$ cat src/rtl/sevseg_pkg.sv
// Shared types and glyph table for the seven-segment display bank.
// Segment order is {g,f,e,d,c,b,a}, active-low.
package sevseg_pkg;

    typedef logic [6:0] seg_t;

    localparam seg_t SEG_BLANK = 7'h7F;

    localparam seg_t GLYPH_0 = 7'b1000000;
    localparam seg_t GLYPH_1 = 7'b1111001;
    localparam seg_t GLYPH_2 = 7'b0100100;
    localparam seg_t GLYPH_3 = 7'b0110000;
    localparam seg_t GLYPH_4 = 7'b0011001;
    localparam seg_t GLYPH_5 = 7'b0010010;
    localparam seg_t GLYPH_6 = 7'b0000010;
    localparam seg_t GLYPH_7 = 7'b1111000;
    localparam seg_t GLYPH_8 = 7'b0000000;
    localparam seg_t GLYPH_9 = 7'b0010000;
    localparam seg_t GLYPH_A = 7'b0001000;
    localparam seg_t GLYPH_B = 7'b0000011;
    localparam seg_t GLYPH_C = 7'b1000110;
    localparam seg_t GLYPH_D = 7'b0100001;
    localparam seg_t GLYPH_E = 7'b0000110;
    localparam seg_t GLYPH_F = 7'b0001110;

endpackage

$ cat src/rtl/sevseg_hex_decode.sv
// Combinational hex-to-segment decoder with a blank override.
module sevseg_hex_decode
    import sevseg_pkg::*;
(
    input  logic [3:0] num,
    input  logic       blank,
    output seg_t       seg
);

    always_comb begin
        seg = SEG_BLANK;
        if (!blank) begin
            unique case (num)
                4'h0: seg = GLYPH_0;
                4'h1: seg = GLYPH_1;
                4'h2: seg = GLYPH_2;
                4'h3: seg = GLYPH_3;
                4'h4: seg = GLYPH_4;
                4'h5: seg = GLYPH_5;
                4'h6: seg = GLYPH_6;
                4'h7: seg = GLYPH_7;
                4'h8: seg = GLYPH_8;
                4'h9: seg = GLYPH_9;
                4'hA: seg = GLYPH_A;
                4'hB: seg = GLYPH_B;
                4'hC: seg = GLYPH_C;
                4'hD: seg = GLYPH_D;
                4'hE: seg = GLYPH_E;
                4'hF: seg = GLYPH_F;
                default: seg = SEG_BLANK;
            endcase
        end
    end

endmodule

$ cat src/rtl/sevseg_digit_bank.sv
// N-digit display bank: digit storage with positional/shift entry, anode scan,
// blink and decimal point, with an/seg/dp registered together.
module sevseg_digit_bank
    import sevseg_pkg::*;
#(
    parameter int DIGITS       = 4,
    parameter int SCAN_CYCLES  = 100000,
    parameter int BLINK_CYCLES = 25000000
) (
    input  logic                      clk,
    input  logic                      rst_n,
    input  logic                      wr_en,
    input  logic                      shift_mode,
    input  logic [$clog2(DIGITS)-1:0] wr_pos,
    input  logic [3:0]                wr_num,
    input  logic                      clr,
    input  logic [DIGITS-1:0]         blink_mask,
    input  logic                      dp_en,
    input  logic [$clog2(DIGITS)-1:0] dp_pos,
    output logic [DIGITS-1:0]         an,
    output seg_t                      seg,
    output logic                      dp
);

    localparam int IW = $clog2(DIGITS);
    localparam int SW = $clog2(SCAN_CYCLES);
    localparam int BW = $clog2(BLINK_CYCLES);

    localparam logic [IW-1:0] IDX_LAST   = IW'(DIGITS - 1);
    localparam logic [SW-1:0] SCAN_LAST  = SW'(SCAN_CYCLES - 1);
    localparam logic [BW-1:0] BLINK_LAST = BW'(BLINK_CYCLES - 1);

    logic [3:0]        val_q [DIGITS];
    logic [DIGITS-1:0] vld_q;
    logic [SW-1:0]     scan_cnt;
    logic [IW-1:0]     scan_idx;
    logic [BW-1:0]     blink_cnt;
    logic              blink_phase;

    logic [3:0] cur_val;
    logic       cur_vld;
    logic       cur_blink;
    logic       cur_blank;
    seg_t       seg_next;

    // Positions at or beyond DIGITS match no entry, so such writes fall through.
    always_ff @(posedge clk or negedge rst_n) begin
        if (!rst_n) begin
            for (int i = 0; i < DIGITS; i++) val_q[i] <= '0;
            vld_q <= '0;
        end else if (clr) begin
            for (int i = 0; i < DIGITS; i++) val_q[i] <= '0;
            vld_q <= '0;
        end else if (wr_en) begin
            if (shift_mode) begin
                for (int i = DIGITS - 1; i > 0; i--) val_q[i] <= val_q[i-1];
                val_q[0] <= wr_num;
                vld_q    <= {vld_q[DIGITS-2:0], 1'b1};
            end else begin
                for (int i = 0; i < DIGITS; i++) begin
                    if (wr_pos == IW'(i)) begin
                        val_q[i] <= wr_num;
                        vld_q[i] <= 1'b1;
                    end
                end
            end
        end
    end

    always_ff @(posedge clk or negedge rst_n) begin
        if (!rst_n) begin
            scan_cnt <= '0;
            scan_idx <= '0;
        end else if (scan_cnt == SCAN_LAST) begin
            scan_cnt <= '0;
            scan_idx <= (scan_idx == IDX_LAST) ? '0 : scan_idx + 1'b1;
        end else begin
            scan_cnt <= scan_cnt + 1'b1;
        end
    end

    always_ff @(posedge clk or negedge rst_n) begin
        if (!rst_n) begin
            blink_cnt   <= '0;
            blink_phase <= 1'b0;
        end else if (blink_cnt == BLINK_LAST) begin
            blink_cnt   <= '0;
            blink_phase <= ~blink_phase;
        end else begin
            blink_cnt <= blink_cnt + 1'b1;
        end
    end

    always_comb begin
        cur_val   = '0;
        cur_vld   = 1'b0;
        cur_blink = 1'b0;
        for (int i = 0; i < DIGITS; i++) begin
            if (scan_idx == IW'(i)) begin
                cur_val   = val_q[i];
                cur_vld   = vld_q[i];
                cur_blink = blink_mask[i];
            end
        end
        cur_blank = !cur_vld || (blink_phase && cur_blink);
    end

    sevseg_hex_decode u_dec (
        .num   (cur_val),
        .blank (cur_blank),
        .seg   (seg_next)
    );

    always_ff @(posedge clk or negedge rst_n) begin
        if (!rst_n) begin
            an  <= '1;
            seg <= SEG_BLANK;
            dp  <= 1'b1;
        end else begin
            an  <= ~({{(DIGITS-1){1'b0}}, 1'b1} << scan_idx);
            seg <= seg_next;
            dp  <= !(dp_en && (dp_pos == scan_idx));
        end
    end

endmodule

$ cat config.mk
export PLATFORM = sky130hd
export DESIGN_NAME = sevseg_digit_bank
export DESIGN_NICKNAME = d
export VERILOG_FILES = /design/src/rtl/sevseg_pkg.sv /design/src/rtl/sevseg_hex_decode.sv /design/src/rtl/sevseg_digit_bank.sv
export SDC_FILE = /design/constraint.sdc
export NUM_CORES = 1
export LEC_CHECK = 0
export BUFFER_PORTS_ARGS = -buffer_cell sky130_fd_sc_hd__buf_2
export CORE_ASPECT_RATIO = 0.5
export CORE_MARGIN = 2
export CORE_UTILIZATION = 60
export DETAILED_ROUTE_END_ITERATION = 12
export PLACE_DENSITY = 0.79
export RECOVER_POWER = 50
export SETUP_SLACK_MARGIN = 0.15
export SYNTH_ARGS = -nofsm -noshare
export SYNTH_HDL_FRONTEND = slang
export SYNTH_SLANG_ARGS = --single-unit
$ cat constraint.sdc
create_clock -name clk -period 3.2 [get_ports clk]
set_clock_uncertainty 0.05 [all_clocks]
set_input_delay 0.32 -clock clk [delete_from_list [all_inputs] [get_ports clk]]
set_output_delay 0.32 -clock clk [all_outputs]
set_load 0.05 [all_outputs]
After elaboration in Yosys (flattened, before gate mapping) --
Memory sizes are Yosys's and may differ from the RTL's. Cells that the tools add are included.
Word-level totals: output and inout port bits 12, memories kept 1, input port bits 18, bits in registers 77, memory bits (read-only) 112
Memory list:
- (name not given) | depth 16, bits a word 7, read ports 1, clocked after memory_dff 0, write ports 0, RTL line sevseg_hex_decode.sv:13 | unique case (num)
Operators by class: add/sub/neg operators 3, shift-type cells 1, reductions and logical operators 16, bitwise operators 2, eq/ne operators 9, muxes and demuxes 30
Operators with widths (count):
- $mux W16 | 3
- $mux W4 | 11
- $add A25 B1 Y25 const B | 1
- $eq A25 B25 Y1 const B | 1
- $mux W25 | 1
- $add A17 B1 Y17 const B | 1
- $eq A17 B17 Y1 const B | 1
- $mux W17 | 1
- $mux W1 | 12
- $reduce_bool A3 Y1 | 4
- $eq A2 B2 Y1 const B | 4
- $reduce_and A2 Y1 | 4
- $mux W7 | 1
- $eq A2 B1 Y1 const B | 2
- $logic_not A2 Y1 | 2
- $not A4 Y4 | 1
- $shl A1 B2 Y4 const A | 1
- $add A2 B1 Y2 const B | 1
- $eq A2 B2 Y1 | 1
- $logic_and A1 B1 Y1 | 2
- $logic_not A1 Y1 | 2
- $mux W2 | 1
- $reduce_bool A2 Y1 | 1
- $logic_or A1 B1 Y1 | 1
- $not A1 Y1 | 1

Depth between registers and ports, before layout --
depth in word-level cells 8, depth in mapped cells 11, depth with buffers taken out 10

Hierarchy --
A second synthesis with hierarchy kept.
Unflattened totals: cell total of the unflattened synthesis 390, area total of the unflattened synthesis 3970.1 um^2
Modules (own cells, without submodules):
- sevseg_digit_bank | area each 3674.8 um^2, cells an instance 355, instances 1
- sevseg_hex_decode | area each 295.3 um^2, cells an instance 35, instances 1

Least setup slack after synthesis --
No wires, ideal clock.
kind flip-flop to flip-flop, from reg scan_idx[1], to reg seg[3], path slack 0.977 ns, arrival time 2.077 ns, data required time 3.054 ns, setup time 0.096 ns, clock period less this slack 2.223 ns, stages on the path, launching flop included 12, path through dfrtp_1 > inv_1 > ha_1 > buf_2 > inv_1 > nand3_1 > a31oi_1 > inv_1 > ha_1 > nor2_1 > a211oi_1 > o21ai_0
On the way: longest elaborated chain between the ends 8
RTL lines:
- start, declared | RTL line sevseg_digit_bank.sv:36 | logic [IW-1:0] scan_idx;
- start signal, assigned | RTL line sevseg_digit_bank.sv:76 | scan_idx <= (scan_idx == IDX_LAST) ? '0 : scan_idx + 1'b1;
- parallel branches: the longest is 7 deep, another holds $mem_v2 Z16 W7
- $mux W7 (*) | RTL line sevseg_hex_decode.sv:12 | if (!blank) begin
- net seg_next[3] | RTL line sevseg_digit_bank.sv:44 | seg_t seg_next;
- end signal, assigned | RTL line sevseg_digit_bank.sv:121 | seg <= seg_next;
- end, declared | RTL line sevseg_digit_bank.sv:21 | output seg_t seg,
Mark *: on every way through the listed nets, which the timed path passes. A chain may end at the register's enable or synchronous reset.

Worst setup path in the final report --
from reg scan_idx[1], to reg seg[4]
The elaborated chain is that of the path after synthesis.

==> results.yml <==
cells_and_area:
  layout.cells.most_common: "sky130_fd_sc_hd__dfrtp_1"
  area_growth_pct: 12.6
  most-common-layout-cells: "sky130_fd_sc_hd__dfrtp_1, sky130_fd_sc_hd__nand2_1, sky130_fd_sc_hd__nor2_1, sky130_fd_sc_hd__buf_2, sky130_fd_sc_hd__nand3_1"
  area.sequential_um2: 1940
  fillerInstances: 446
  final_net_count: 443
  area_of_combinational_cells_with_multiple_inputs_um2: 1850
  drive_above_1_share_pct: 17.9
  insertedDiodeCount: 0
floorplan:
  placementRows: 20
  io-pin-count: 30
  floorplan_core_area_um2: 6180
  die_height_um: 61.1
  die_width_um: 118
  design.die.area_um2: 7220
  initial_utilization_pct: 63.3
route:
  drtAntennaViolNets: 0
  drc: 0
  vias: 2950
  route.detailed.vias_per_inst: 5.83
  wl_per_cell_um: 16.0
  drt_pass1_iterations: 5
  starting_drt_drc_count: 270
  postRouteWirelength_um: 8090
cts:
  later_pin_clock_latency_in_the_skew_report_ns: 0.34
  post_cts_hold_buffer_count: 0
  tritoncts_num_sinks: 77
  cts-buffers-inserted: 9
  clock_tree.htree_level_count: 3
  cts_clk_pin_slew_worst_paths_ns: 0.06
  cts.repair.resized: 0
  clockBufferDepth: 2
  clk_root_buffer_cell: "sky130_fd_sc_hd__clkbuf_16"
  tritoncts_clock_tree: "done"
  cts_setup_buffers: 0
grt:
  globalRoute.totalOverflow: 0
  pin_count_of_the_biggest_net_entering_global_routing: 78
  first_pass_grt_wire_length_um: 13600
  number_of_global_route_vias_before_repair: 2805
  grtUsageTotal_pct: 24.5
  grt_antenna_before_repair: 0
placed_design:
  pre_cts_ws_ns: 0.683
  port-buffer-count: 29
  routability_cong: 0.870
  hpwlAfterDp_um: 5370
worst_setup_path:
  crit_path_frequent_cell: "sky130_fd_sc_hd__inv_1"
  critPathMaxStageDelay_ns: 0.47
  worst_path_max_delay_cell: "sky130_fd_sc_hd__a31oi_1"
  worst_setup_path_end_kind: "register"
  worstSetupStartpointType: "register"
  count_of_cells_along_the_worst_register_to_register_path: 9
  path_depth: 9
  critPathBufInv: 3
  path_delay_family: "compound AO/OA/AOI/OAI gates"
  data_arrival_time_of_the_critical_path_ns: 2.76
  timing.setup.critical_path_class: "reg2reg"
  worst_ep_required_time_ns: 3.36
  timing.critical_path.cells: "inv_1, ha_1, inv_1, nand3_1, a31oi_1, inv_1, ha_1, mux2i_1, o221ai_1"
  path_max_fanout: 10
status:
  violations: "capacitance limit, slew limit"
  outcome: "finished, violations left"
timing:
  setup-violations-final: 0
  finalCritPeriodShare_pct: 81.0
  max_slew.worst_pin.slew_ns: 1.87
  slew_violations: 78
  rsz_0062_raised_after_global_routing: "no"
  fin_setup_tns_ns: 0
  worst_slack_ns: 0.608
  min_period_ns: 2.59
  achievable-frequency_mhz: 386
  timing.slew.headroom_pct: -24.7
  hold_viol: 0
power:
  power_leakage_nw: 1.97
  p_total_mw: 2.21
  vdd_drop_max_mv: 0.260
  pwr_density_cell_nw_per_um2: 503
logic_synthesis:
  yosys_register_bits: 77
  synth.distinct_cells: 51
  synth-compound-area-share_pct: 10.5
  yosys.area_share.xor_xnor_pct: 8.73
  synth_edf_count: 0
  mappedNetlistNets: 414
  ys.warnings.count: 0
  syn_area_um2: 3910
  yosys-mux-area-fraction_pct: 2.56
  ys_seq_area_share_pct: 49.6
  synth-async-reset-ratio_pct: 100
  syn_area_per_cell_um2: 10.2
  synth_top_flop_cell: "sky130_fd_sc_hd__dfrtp_1"
  combinational_family_with_the_most_area_after_synthesis: "simple AND/OR/NAND/NOR gates"
  synth_simple_gate_area_share_pct: 21.7
  postSynthCellCount: 384
  post_synthesis_adder_cell_area_fraction_pct: 3.84
hold_path:
  hold_depth: 2
  worst_hold_path_type: "in2reg"
run:
  max_cap_viol_count: 1
registers in the layout, indices dropped and copies added, names as in the netlist:
signal       count
scan_idx         2
seg              7
dp               1
vld_q            4
scan_cnt        17
blink_cnt       25
an               4
blink_phase      1
val_q           16
Yosys cell counts, types with 2 or more instances:
library cell	instances	share of area [%]
sky130_fd_sc_hd__and3_1	4	0.64
sky130_fd_sc_hd__dfrtp_1	65	42
sky130_fd_sc_hd__buf_2	5	0.64
sky130_fd_sc_hd__mux2_2	8	2.3
sky130_fd_sc_hd__dfstp_2	12	8.1
sky130_fd_sc_hd__nor3b_1	2	0.38
sky130_fd_sc_hd__nor3_1	2	0.26
sky130_fd_sc_hd__nand2b_1	13	2.1
sky130_fd_sc_hd__a311oi_1	3	0.67
sky130_fd_sc_hd__nand3_1	27	3.5
sky130_fd_sc_hd__a211oi_1	6	1.2
sky130_fd_sc_hd__inv_1	16	1.5
sky130_fd_sc_hd__o21ai_0	12	1.5
sky130_fd_sc_hd__o221ai_1	4	0.90
sky130_fd_sc_hd__clkbuf_1	4	0.38
sky130_fd_sc_hd__nor4_1	2	0.32
sky130_fd_sc_hd__nand3b_1	3	0.58
sky130_fd_sc_hd__and2_1	2	0.32
sky130_fd_sc_hd__a31oi_1	4	0.64
sky130_fd_sc_hd__a21o_1	6	1.2
sky130_fd_sc_hd__nor4_4	2	1.1
sky130_fd_sc_hd__ha_1	12	3.8
sky130_fd_sc_hd__nand2_1	39	3.7
sky130_fd_sc_hd__xor2_1	17	3.8
sky130_fd_sc_hd__xnor2_1	22	4.9
sky130_fd_sc_hd__a21oi_1	15	1.9
sky130_fd_sc_hd__nand4_1	11	1.8
sky130_fd_sc_hd__o22ai_1	3	0.48
sky130_fd_sc_hd__nor2b_1	5	0.80
sky130_fd_sc_hd__and4_1	2	0.45
sky130_fd_sc_hd__nor2_1	35	3.4
sky130_fd_sc_hd__nor4b_1	2	0.45
cell families (layout without fill, tap and decap cells):
family | after synthesis | in the layout
AND/OR/NAND/NOR | 159 | 159
flip-flops | 77 | 77
AO/OA/AOI/OAI | 61 | 61
XOR/XNOR | 39 | 39
buffers and inverters | 27 | 61
adder cells (fa/ha/maj) | 12 | 12
multiplexers | 9 | 9
where the power goes:
part	switching, mW	internal, mW
registers	0.0208	1.01
logic	0.131	0.0621
clock network	0.381	0.606
total	0.533	1.68
routing by layer:
metal  track usage (%)  vias to the layer above  share of wire [%]
met5                 0                        -                  0
met4              8.95                        0                1.9
met3              7.69                       22                5.3
met2              43.0                       81                 49
met1              29.8                     1452                 44
li1                  -                     1395                  -
through the flow:
stage | util [%] | instance area (um2) | hold slack (ns) | instances
floorplan | - | 3910 | -0.0256 | 384
global placement | 66.5 | 4110 | 0.417 | 490
detailed placement | 66.5 | 4110 | 0.422 | 490
CTS | 71.3 | 4410 | 0.0788 | 506
global route | 71.3 | 4410 | 0.0953 | 506
finish | 71.3 | 4410 | 0.0843 | 506
path summary, 6_finish.rpt:
kind	start	endpoint	slack, ns
hold reg to reg	blink_cnt[4]	blink_cnt[4]	0.43
min in group asynchronous	rst_n	blink_cnt[14]	0.43
setup reg to reg	scan_idx[1]	seg[4]	0.61
max in group asynchronous	rst_n	val_q[8]	1.55
setup / recovery	scan_idx[1]	seg[4]	0.61
hold / removal	dp_en	dp	0.08
final cells by class:
type	count	area share (%)
Sequential cell	77	44.1
Multi-Input combinational cell	280	42.0
Clock buffer	13	6.36
Timing Repair Buffer	29	3.29
Tap cell	88	2.50
Inverter	16	1.36
Clock inverter	3	0.398
No activity file was read; power rests on OpenSTA's default activity.
